--- src/rtl/pkt_check_pkg.sv ---
// Shared types and helpers for the counter-pattern stream checker.
package pkt_check_pkg;

    localparam logic [31:0] PKT_HEADER_DEFAULT = 32'hAABBCCDD;

    typedef enum logic [0:0] {
        HUNT    = 1'b0,
        PAYLOAD = 1'b1
    } state_t;

    function automatic logic [31:0] sat_inc(input logic [31:0] v);
        return (&v) ? v : v + 32'd1;
    endfunction

endpackage

--- src/rtl/pkt_check_lane.sv ---
// One lane of the checker: expected-counter register and mismatch compare.
// PKT_CHECK_ERR_CAPTURE_EN exposes the expected value for first-error capture.
module pkt_check_lane
    import pkt_check_pkg::*;
#(
    parameter int DIN_WIDTH = 32,
    parameter int PARALLEL  = 4,
    parameter int LANE_IDX  = 0
) (
    input  logic                 clk,
    input  logic                 rst_n,
    input  logic                 i_clear,
    input  logic                 i_load,
    input  logic                 i_advance,
    input  logic [DIN_WIDTH-1:0] i_din,
    output logic                 o_mismatch
`ifdef PKT_CHECK_ERR_CAPTURE_EN
    ,
    output logic [DIN_WIDTH-1:0] o_expected
`endif
);

    localparam logic [DIN_WIDTH-1:0] START = DIN_WIDTH'(LANE_IDX);
    localparam logic [DIN_WIDTH-1:0] STEP  = DIN_WIDTH'(PARALLEL);

    logic [DIN_WIDTH-1:0] r_expected;

    // Advances from its own sequence only, so one bad beat never resynchronises.
    always_ff @(posedge clk or negedge rst_n) begin
        if (!rst_n) begin
            r_expected <= START;
        end else if (i_clear || i_load) begin
            r_expected <= START;
        end else if (i_advance) begin
            r_expected <= r_expected + STEP;
        end
    end

    assign o_mismatch = (i_din != r_expected);

`ifdef PKT_CHECK_ERR_CAPTURE_EN
    assign o_expected = r_expected;
`endif

endmodule

--- src/rtl/pkt_check.sv ---
// Receive-side checker: hunts headers, verifies counter lanes, keeps statistics.
// PKT_CHECK_ERR_CAPTURE_EN builds the first-mismatch capture registers.
module pkt_check
    import pkt_check_pkg::*;
#(
    parameter int          DIN_WIDTH = 32,
    parameter int          PARALLEL  = 4,
    parameter logic [31:0] HEADER    = PKT_HEADER_DEFAULT
) (
    input  logic                          clk,
    input  logic                          rst_n,
    input  logic                          en,
    input  logic                          clear,
    input  logic [31:0]                   burst_len,
    input  logic [DIN_WIDTH*PARALLEL-1:0] din,
    input  logic                          din_valid,
    output logic [31:0]                   pkt_count,
    output logic [31:0]                   err_count,
    output logic [31:0]                   short_count,
    output logic [31:0]                   orphan_count,
    output logic                          err,
    output logic                          in_pkt,
    output logic [7:0]                    first_err_lane,
    output logic [DIN_WIDTH-1:0]          first_err_exp,
    output logic [DIN_WIDTH-1:0]          first_err_got
);

    localparam logic [DIN_WIDTH-1:0] HDR_LANE = HEADER[DIN_WIDTH-1:0];

    state_t        r_state;
    logic [31:0]   r_len;
    logic [31:0]   r_beat_cnt;
    logic [31:0]   r_pkt;
    logic [31:0]   r_errc;
    logic [31:0]   r_short;
    logic [31:0]   r_orph;
    logic          r_err;

    logic                w_acc;
    logic                w_hdr;
    logic                w_load;
    logic                w_adv;
    logic                w_last;
    logic                w_any_mis;
    logic [PARALLEL-1:0] w_lane_hdr;
    logic [PARALLEL-1:0] w_mis;
`ifdef PKT_CHECK_ERR_CAPTURE_EN
    logic [DIN_WIDTH-1:0] w_exp [PARALLEL];
`endif

    assign w_acc     = din_valid & en;
    assign w_hdr     = &w_lane_hdr;
    assign w_load    = w_acc & w_hdr & ~clear;
    assign w_adv     = w_acc & ~w_hdr & (r_state == PAYLOAD) & ~clear;
    assign w_any_mis = |w_mis;
    assign w_last    = ((r_beat_cnt + 32'd1) == r_len);

    for (genvar i = 0; i < PARALLEL; i++) begin : g_lane
        assign w_lane_hdr[i] = (din[DIN_WIDTH*i +: DIN_WIDTH] == HDR_LANE);

        pkt_check_lane #(
            .DIN_WIDTH (DIN_WIDTH),
            .PARALLEL  (PARALLEL),
            .LANE_IDX  (i)
        ) u_lane (
            .clk        (clk),
            .rst_n      (rst_n),
            .i_clear    (clear),
            .i_load     (w_load),
            .i_advance  (w_adv),
            .i_din      (din[DIN_WIDTH*i +: DIN_WIDTH]),
            .o_mismatch (w_mis[i])
`ifdef PKT_CHECK_ERR_CAPTURE_EN
            ,
            .o_expected (w_exp[i])
`endif
        );
    end

    // Clear outranks any beat in the same cycle; the beat is dropped.
    always_ff @(posedge clk or negedge rst_n) begin
        if (!rst_n) begin
            r_state    <= HUNT;
            r_len      <= '0;
            r_beat_cnt <= '0;
            r_pkt      <= '0;
            r_errc     <= '0;
            r_short    <= '0;
            r_orph     <= '0;
            r_err      <= 1'b0;
        end else if (clear) begin
            r_state    <= HUNT;
            r_len      <= '0;
            r_beat_cnt <= '0;
            r_pkt      <= '0;
            r_errc     <= '0;
            r_short    <= '0;
            r_orph     <= '0;
            r_err      <= 1'b0;
        end else begin
            r_err <= 1'b0;
            if (w_acc) begin
                if (w_hdr) begin
                    if (r_state == PAYLOAD) r_short <= sat_inc(r_short);
                    r_len      <= burst_len;
                    r_beat_cnt <= '0;
                    if (burst_len == 32'd0) begin
                        r_pkt   <= sat_inc(r_pkt);
                        r_state <= HUNT;
                    end else begin
                        r_state <= PAYLOAD;
                    end
                end else if (r_state == HUNT) begin
                    r_orph <= sat_inc(r_orph);
                end else begin
                    if (w_any_mis) begin
                        r_errc <= sat_inc(r_errc);
                        r_err  <= 1'b1;
                    end
                    r_beat_cnt <= r_beat_cnt + 32'd1;
                    if (w_last) begin
                        r_pkt   <= sat_inc(r_pkt);
                        r_state <= HUNT;
                    end
                end
            end
        end
    end

    assign pkt_count    = r_pkt;
    assign err_count    = r_errc;
    assign short_count  = r_short;
    assign orphan_count = r_orph;
    assign err          = r_err;
    assign in_pkt       = (r_state == PAYLOAD);

`ifdef PKT_CHECK_ERR_CAPTURE_EN
    logic                 r_fe_valid;
    logic [7:0]           r_fe_lane;
    logic [DIN_WIDTH-1:0] r_fe_exp;
    logic [DIN_WIDTH-1:0] r_fe_got;
    logic [7:0]           w_fe_lane;
    logic [DIN_WIDTH-1:0] w_fe_exp;
    logic [DIN_WIDTH-1:0] w_fe_got;

    // Scan downwards so the lowest-indexed mismatch wins.
    always_comb begin
        w_fe_lane = '0;
        w_fe_exp  = '0;
        w_fe_got  = '0;
        for (int i = PARALLEL - 1; i >= 0; i--) begin
            if (w_mis[i]) begin
                w_fe_lane = 8'(i);
                w_fe_exp  = w_exp[i];
                w_fe_got  = din[DIN_WIDTH*i +: DIN_WIDTH];
            end
        end
    end

    always_ff @(posedge clk or negedge rst_n) begin
        if (!rst_n) begin
            r_fe_valid <= 1'b0;
            r_fe_lane  <= '0;
            r_fe_exp   <= '0;
            r_fe_got   <= '0;
        end else if (clear) begin
            r_fe_valid <= 1'b0;
            r_fe_lane  <= '0;
            r_fe_exp   <= '0;
            r_fe_got   <= '0;
        end else if (w_adv && w_any_mis && !r_fe_valid) begin
            r_fe_valid <= 1'b1;
            r_fe_lane  <= w_fe_lane;
            r_fe_exp   <= w_fe_exp;
            r_fe_got   <= w_fe_got;
        end
    end

    assign first_err_lane = r_fe_lane;
    assign first_err_exp  = r_fe_exp;
    assign first_err_got  = r_fe_got;
`else
    assign first_err_lane = '0;
    assign first_err_exp  = '0;
    assign first_err_got  = '0;
`endif

endmodule

--- config.mk ---
export PLATFORM = sky130hd
export DESIGN_NAME = pkt_check
export DESIGN_NICKNAME = d
export VERILOG_FILES = /design/src/rtl/pkt_check_pkg.sv /design/src/rtl/pkt_check_lane.sv /design/src/rtl/pkt_check.sv
export SDC_FILE = /design/constraint.sdc
export NUM_CORES = 1
export LEC_CHECK = 0
export ABC_AREA = 0
export BUFFER_PORTS_ARGS = -buffer_cell sky130_fd_sc_hd__buf_2
export CAP_MARGIN = 20
export CORE_AREA = 2 2 279 281
export DETAILED_ROUTE_END_ITERATION = 8
export DIE_AREA = 0 0 281 283
export MAX_ROUTING_LAYER = met4
export PLACE_DENSITY = 0.54
export SLEW_MARGIN = 20
export SYNTH_ARGS = -nofsm -noshare
export SYNTH_HDL_FRONTEND = slang
export SYNTH_SLANG_ARGS = --single-unit
--- constraint.sdc ---
create_clock -name clk -period 4 [get_ports clk]
set_input_delay 0.6 -clock clk [delete_from_list [all_inputs] [get_ports clk]]
set_output_delay 0.6 -clock clk [all_outputs]
set_load 0.05 [all_outputs]
# Word-level counts from Yosys, hierarchy flattened
# Cells that the tools add are included.
dict set report word_totals {
  n_memories 0
  latchBits 0
  out_inout_bits 202
  elab_cells 114
  mem_bits_ro 0
  reg_bits 322
  inputBits 165
  ramBits 0
}
dict set report op_classes {
  n_mul 0
  eq_ne 15
  div_mod_pow 0
  order_cmp 0
  add_sub_neg 9
  muxes 49
  shift 0
  n_bitwise 8
  reduce_logical 21
}
# operator count
set op_table {}
lappend op_table {{32-bit two-way mux} 38}
lappend op_table {{32-bit by 1-bit adder with 32-bit output (second input constant)} 5}
lappend op_table {{32-bit by 3-bit adder with 32-bit output (second input constant)} 4}
lappend op_table {{32-bit equality test (second input constant)} 4}
lappend op_table {{32-bit inequality test} 4}
lappend op_table {{32-bit AND reduction} 4}
lappend op_table {{32-bit equality test} 1}
lappend op_table {{32-bit zero test} 1}
lappend op_table {{4-bit AND reduction} 4}
lappend op_table {{1-bit two-way mux} 11}
lappend op_table {{2-bit inequality test (second input constant)} 5}
lappend op_table {{2-bit nonzero test} 5}
lappend op_table {{1-bit AND} 6}
lappend op_table {{3-bit nonzero test} 2}
lappend op_table {{5-bit AND reduction} 1}
lappend op_table {{2-bit AND reduction} 2}
lappend op_table {{4-bit OR reduction} 1}
lappend op_table {{3-bit by 2-bit inequality test with 1-bit output (second input constant)} 1}
lappend op_table {{1-bit NOT} 2}
lappend op_table {{1-bit logical OR} 1}

# Logic depth before layout (Yosys ltp)
dict set report depth {
  word_depth 8
  depth_mapped 13
  depth_no_buf 10
}

# Cells and area by module
# Synthesis repeated with hierarchy kept, for this count alone.
dict set report unflattened {
  cells_unflattened 2230
  area_unflattened_um2 20094.3
}
# module n_inst cells_per_inst area_per_inst_um2 seq_area_each_um2
set modules_own_cells {}
lappend modules_own_cells {pkt_check 1 1370 12086.6 4854.7}
lappend modules_own_cells {{pkt_check_lane at g_lane[0].u_lane} 1 224 2115.8 750.7}
lappend modules_own_cells {{pkt_check_lane at g_lane[1].u_lane} 1 226 2064.5 777.0}
lappend modules_own_cells {{pkt_check_lane at g_lane[2].u_lane} 1 206 1916.8 777.0}
lappend modules_own_cells {{pkt_check_lane at g_lane[3].u_lane} 1 204 1910.6 777.0}

# Least setup slack after synthesis
# No wires, ideal clock.
dict set report synth_timing {
  path_type {register to register}
  startpoint {reg r_beat_cnt[0]}
  endpoint {reg r_pkt[25] (netlist: pkt_count[25])}
  required_ns 3.875
  arrival_time_ns 3.909
  period_less_slack_ns 4.033
  setup_ns 0.125
  slack_ns -0.033
  path_stages_with_launch 13
  path_buffers 2
  cell_sequence {dfrtp_1 ha_1 clkbuf_1 and3_1 nand4_1 or4_1 xnor2_1 or4_1 or4_1 o21a_2 buf_6 nor4b_1 mux2_2}
}
dict set report synth_between {
  elab_chain_cells 4
}
# item line_no
set synth_rtl {}
lappend synth_rtl {{start, declared} pkt_check.sv:32} ;# logic [31:0] r_beat_cnt;
lappend synth_rtl {{start signal, assigned} pkt_check.sv:120} ;# r_beat_cnt <= r_beat_cnt + 32'd1;
lappend synth_rtl {{32-bit by 1-bit adder with 32-bit output} pkt_check.sv:56} ;# assign w_last = ((r_beat_cnt + 32'd1) == r_len);
lappend synth_rtl {{32-bit equality test} pkt_check.sv:56}
lappend synth_rtl {{3-bit nonzero test (no source line)} -}
lappend synth_rtl {{4-bit AND reduction (no source line)} -}
lappend synth_rtl {{end signal, assigned} pkt_check.sv:108} ;# r_pkt <= sat_inc(r_pkt);
lappend synth_rtl {{end signal, assigned} pkt_check.sv:122} ;# r_pkt <= sat_inc(r_pkt);
lappend synth_rtl {{end, declared} pkt_check.sv:33} ;# logic [31:0] r_pkt;
# Every way passes these cells.
# A chain may end at the register's enable or synchronous reset.

# Final worst setup path
dict set report layout_timing {
  startpoint {reg r_beat_cnt[19]}
  endpoint {reg r_pkt[6] (netlist: pkt_count[6])}
}
# Same word-level chain as after synthesis.

==> summary.txt <==
Clock network
  – Maximum clock insertion buffer count: 3
  – Clk slew on worst S/H paths: 0.06 ns
  – Num Clock Sinks: 315
  – Root Buffer Master: clkbuf_16
  – Clk Latency, worst-skew pair: 0.58 ns
  – CTS tree: yes
  – Htree depth: 2
  – TritonCTS buffer count: 42

Logic synthesis
  – Sequential element share of the synthesized area: between 40% and 50%
  – Register bit total from synthesis: 315
  – Top FF cell, synth: dfrtp_1
  – Asr flop ratio synth: between 90% and 100%
  – Synth top area cells: dfrtp_1, xnor2_1, xor2_1
  – Number of flops mapped to enable cells by yosys: 0
  – Yosys top cell by area: dfrtp_1
  – Most frequent cells after synthesis: dfrtp_1, nor2_1, xnor2_1, nand2_1, xor2_1
  – Yosys top cell area share: 41.3%
  – Netlist cell types: 64
  – Number of synthesis warnings: 0
  – Post-Syn Area: ~0.019 mm²
  – Top-count cell post-synth: dfrtp_1
  – Syn Area/Cell: between 8 and 9 µm²
  – Mapped Cells: 2136

Floorplan
  – Core box area: 0.0767 mm²
  – Starting density of the core: 24.8%
  – Die Width: 281 µm
  – Die height: between 200 and 300 µm
  – Die footprint: 0.0795 mm²
  – Ports: 367
  – # rows: ~100

Layout
  – Fillers: 8107
  – Finished Cell Area: 0.0239 mm²
  – Final layout net count: 2681
  – Register area: ~0.0079 mm²
  – Share of cells above drive strength 1: 21.3%
  – Area Growth Syn to Fin: 25.7%
  – Fin util: 31.2%
  – Multi-input logic area: a little over 0.01 mm²

STA
  – Fmax: 261 MHz
  – Final period utilization: about 96%
  – Period minus WS final: 3.84 ns
  – Clk_skew: 0.0410 ns
  – Final setup vio count: 0
  – Hold Fails Final Rpt: 4
  – Rel. slew slack: 25.0%
  – Final TNS setup: 0 ns
  – Worst Tran Pin Value: 1.12 ns
  – Final Max Tran Viols: 0
  – RSZ-0062 raised after global routing: false
  – Worst hold slack: -0.0128 ns

Power
  – Final Total Pwr: between 7000 and 8000 µW
  – Worst VDD drop: 265 µV
  – Leak: a little over 0.01 µW
  – Power per cell area: 332 mW/mm²

Global route
  – Global Route Usage Sum: 16.7%
  – Vias in the first global route: 16700
  – Gr ovfl total: 0
  – Largest net degree at the start of global routing: 89
  – First-pass GRT wire length: 101 mm
  – Antenna violations before repair: 2

Run
  – Max cap viols: 0

Critical path
  – Worst-path cell chain: nand4_2 > or4_1 > or3_1 > xnor2_1 > or4_1 > or4_4 > o21a_4 > nor4b_1 > mux2_2
  – Crit path kind: reg2reg
  – Delay-heaviest family, CP: simple AND/OR/NAND/NOR gates
  – Critical path endpoint category: register
  – Max Fanout on Critical Path: 6
  – Buffers & Inverters on Critical Path: 0
  – Slowest CP cell: or4_1
  – Startpoint types: register
  – Cell seen most often among critical-path stages: or4_1
  – Worst EP arrival: 4.30 ns
  – Max incr delay on CP: roughly 0.60 ns
  – Worst EP required: 4.46 ns
  – R2R Setup Slk: between 0.15 and 0.2 ns

Detailed routing
  – Vias: 17100
  – Max Used Layer: met4
  – DRC viols: 0
  – Average wire per standard cell: between 15 and 20 µm
  – First DRT Iteration DRCs: 1075
  – Post-route ant nets: 0
  – Met2 WL: 31.2 mm
  – Met3 wire len: 4.39 mm
  – Vias per cell: 4.79
  – M1 wire length: 28.4 mm
  – Routed WL: about 66 mm
  – DR pass1 iterations: 5

Placed design
  – Gpl congestion: ~0.95
  – DP HPWL: 50.4 mm
  – PortBufs: approximately 300
  – Placed inst area: ~0.022 mm²

Outcome
  – Status: finished, violations left
  – Violated checks: hold timing

Min path
  – Worst min path class: in2async
==> final cells by class <==
type	count	share of cell area, %
Multi-Input combinational cell	1677	43.5
Sequential cell	315	33.0
Timing Repair Buffer	420	11.0
Tap cell	1040	5.44
Clock buffer	58	5.07
Clock inverter	18	1.24
Inverter	51	0.801
Antenna cell	2	0.0209
==> worst reg2reg max path, cell delays in order (launching register included) <==
cell and delay, ns:
dfrtp_1 0.37, nand4_2 0.18, or4_1 0.60, or3_1 0.37
xnor2_1 0.14, or4_1 0.48, or4_4 0.49, o21a_4 0.27
nor4b_1 0.41, mux2_2 0.39
==> path summary, 6_finish.rpt <==
path,cells after the start,endpoint,from
setup / recovery,9,pkt_count[6],r_beat_cnt[19]
hold / removal,1,g_lane[1].u_lane.r_expected[25],rst_n
setup reg to reg,9,pkt_count[6],r_beat_cnt[19]
hold reg to reg,1,r_beat_cnt[31],r_beat_cnt[31]
max in group asynchronous,2,g_lane[3].u_lane.r_expected[25],rst_n
min in group clk,3,r_len[5],burst_len[5]
==> per-layer routing <==
| layer | vias up | track usage (%) |
|---|---|---|
| met5 | - | - |
| met4 | 0 | 6.24 |
| met3 | 124 | 3.22 |
| met2 | 568 | 26.6 |
| met1 | 8252 | 20.8 |
| li1 | 8204 | - |
==> flip-flops by register name, indices dropped and copies added, names as in the netlist <==
register and flops:
err 1, err_count 32, g_lane.u_lane.r_expected 121, in_pkt 1, orphan_count 32, pkt_count 32, r_beat_cnt 32, r_len 32
short_count 32
==> placed cells by master (no fill, tap or decap), types with 45 or more instances in the layout <==
cell,n
conb_1,72
buf_2,292
nand3_1,92
nand2_1,141
dfrtp_1,313
o21ai_0,108
xnor2_1,160
nor4_1,54
a21oi_1,91
nand4_1,100
buf_4,111
inv_1,51
and3_1,45
or3_1,70
xor2_1,129
nor2_1,261
==> power by group <==
part	internal (µW)	leakage, µW	switching [µW]	total, µW
Clock	2470	0.000730	1570	4040
Combinational	176	0.00510	512	688
Sequential	3200	0.00439	15.9	3210
Total	5840	0.0102	2100	7940
==> logic make-up (layout without fill, tap and decap cells) <==
family / Yosys count / count (layout) / share of synthesized area (%)
fa+ha+maj: 9 / 9 / 0.592
flops: 315 / 315 / 41.5
mux: 51 / 51 / 2.78
buf+inv: 217 / 547 / 5.84
xor+xnor: 289 / 289 / 13.3
compound gates: 288 / 290 / 8.88
other cells: 1 / 74 / 0.0197
simple gates: 966 / 966 / 27.1
==> what timing repair did <==
action / in CTS / in global routing
hold buffers: 0 / 0
gates resized for setup: 0 / 10
buffers inserted: 0 / 1
endpoints found under the setup margin: 0 / 16
==> per-stage QoR <==
stage               std cells  setup slack, ns
global route             3581           0.0206
finish                   3581            0.163
floorplan                2207           0.0658
CTS                      3576           0.0380
detailed placement       3500           0.0823
global placement         3500            0.132
(Power assumes the default switching activity.)
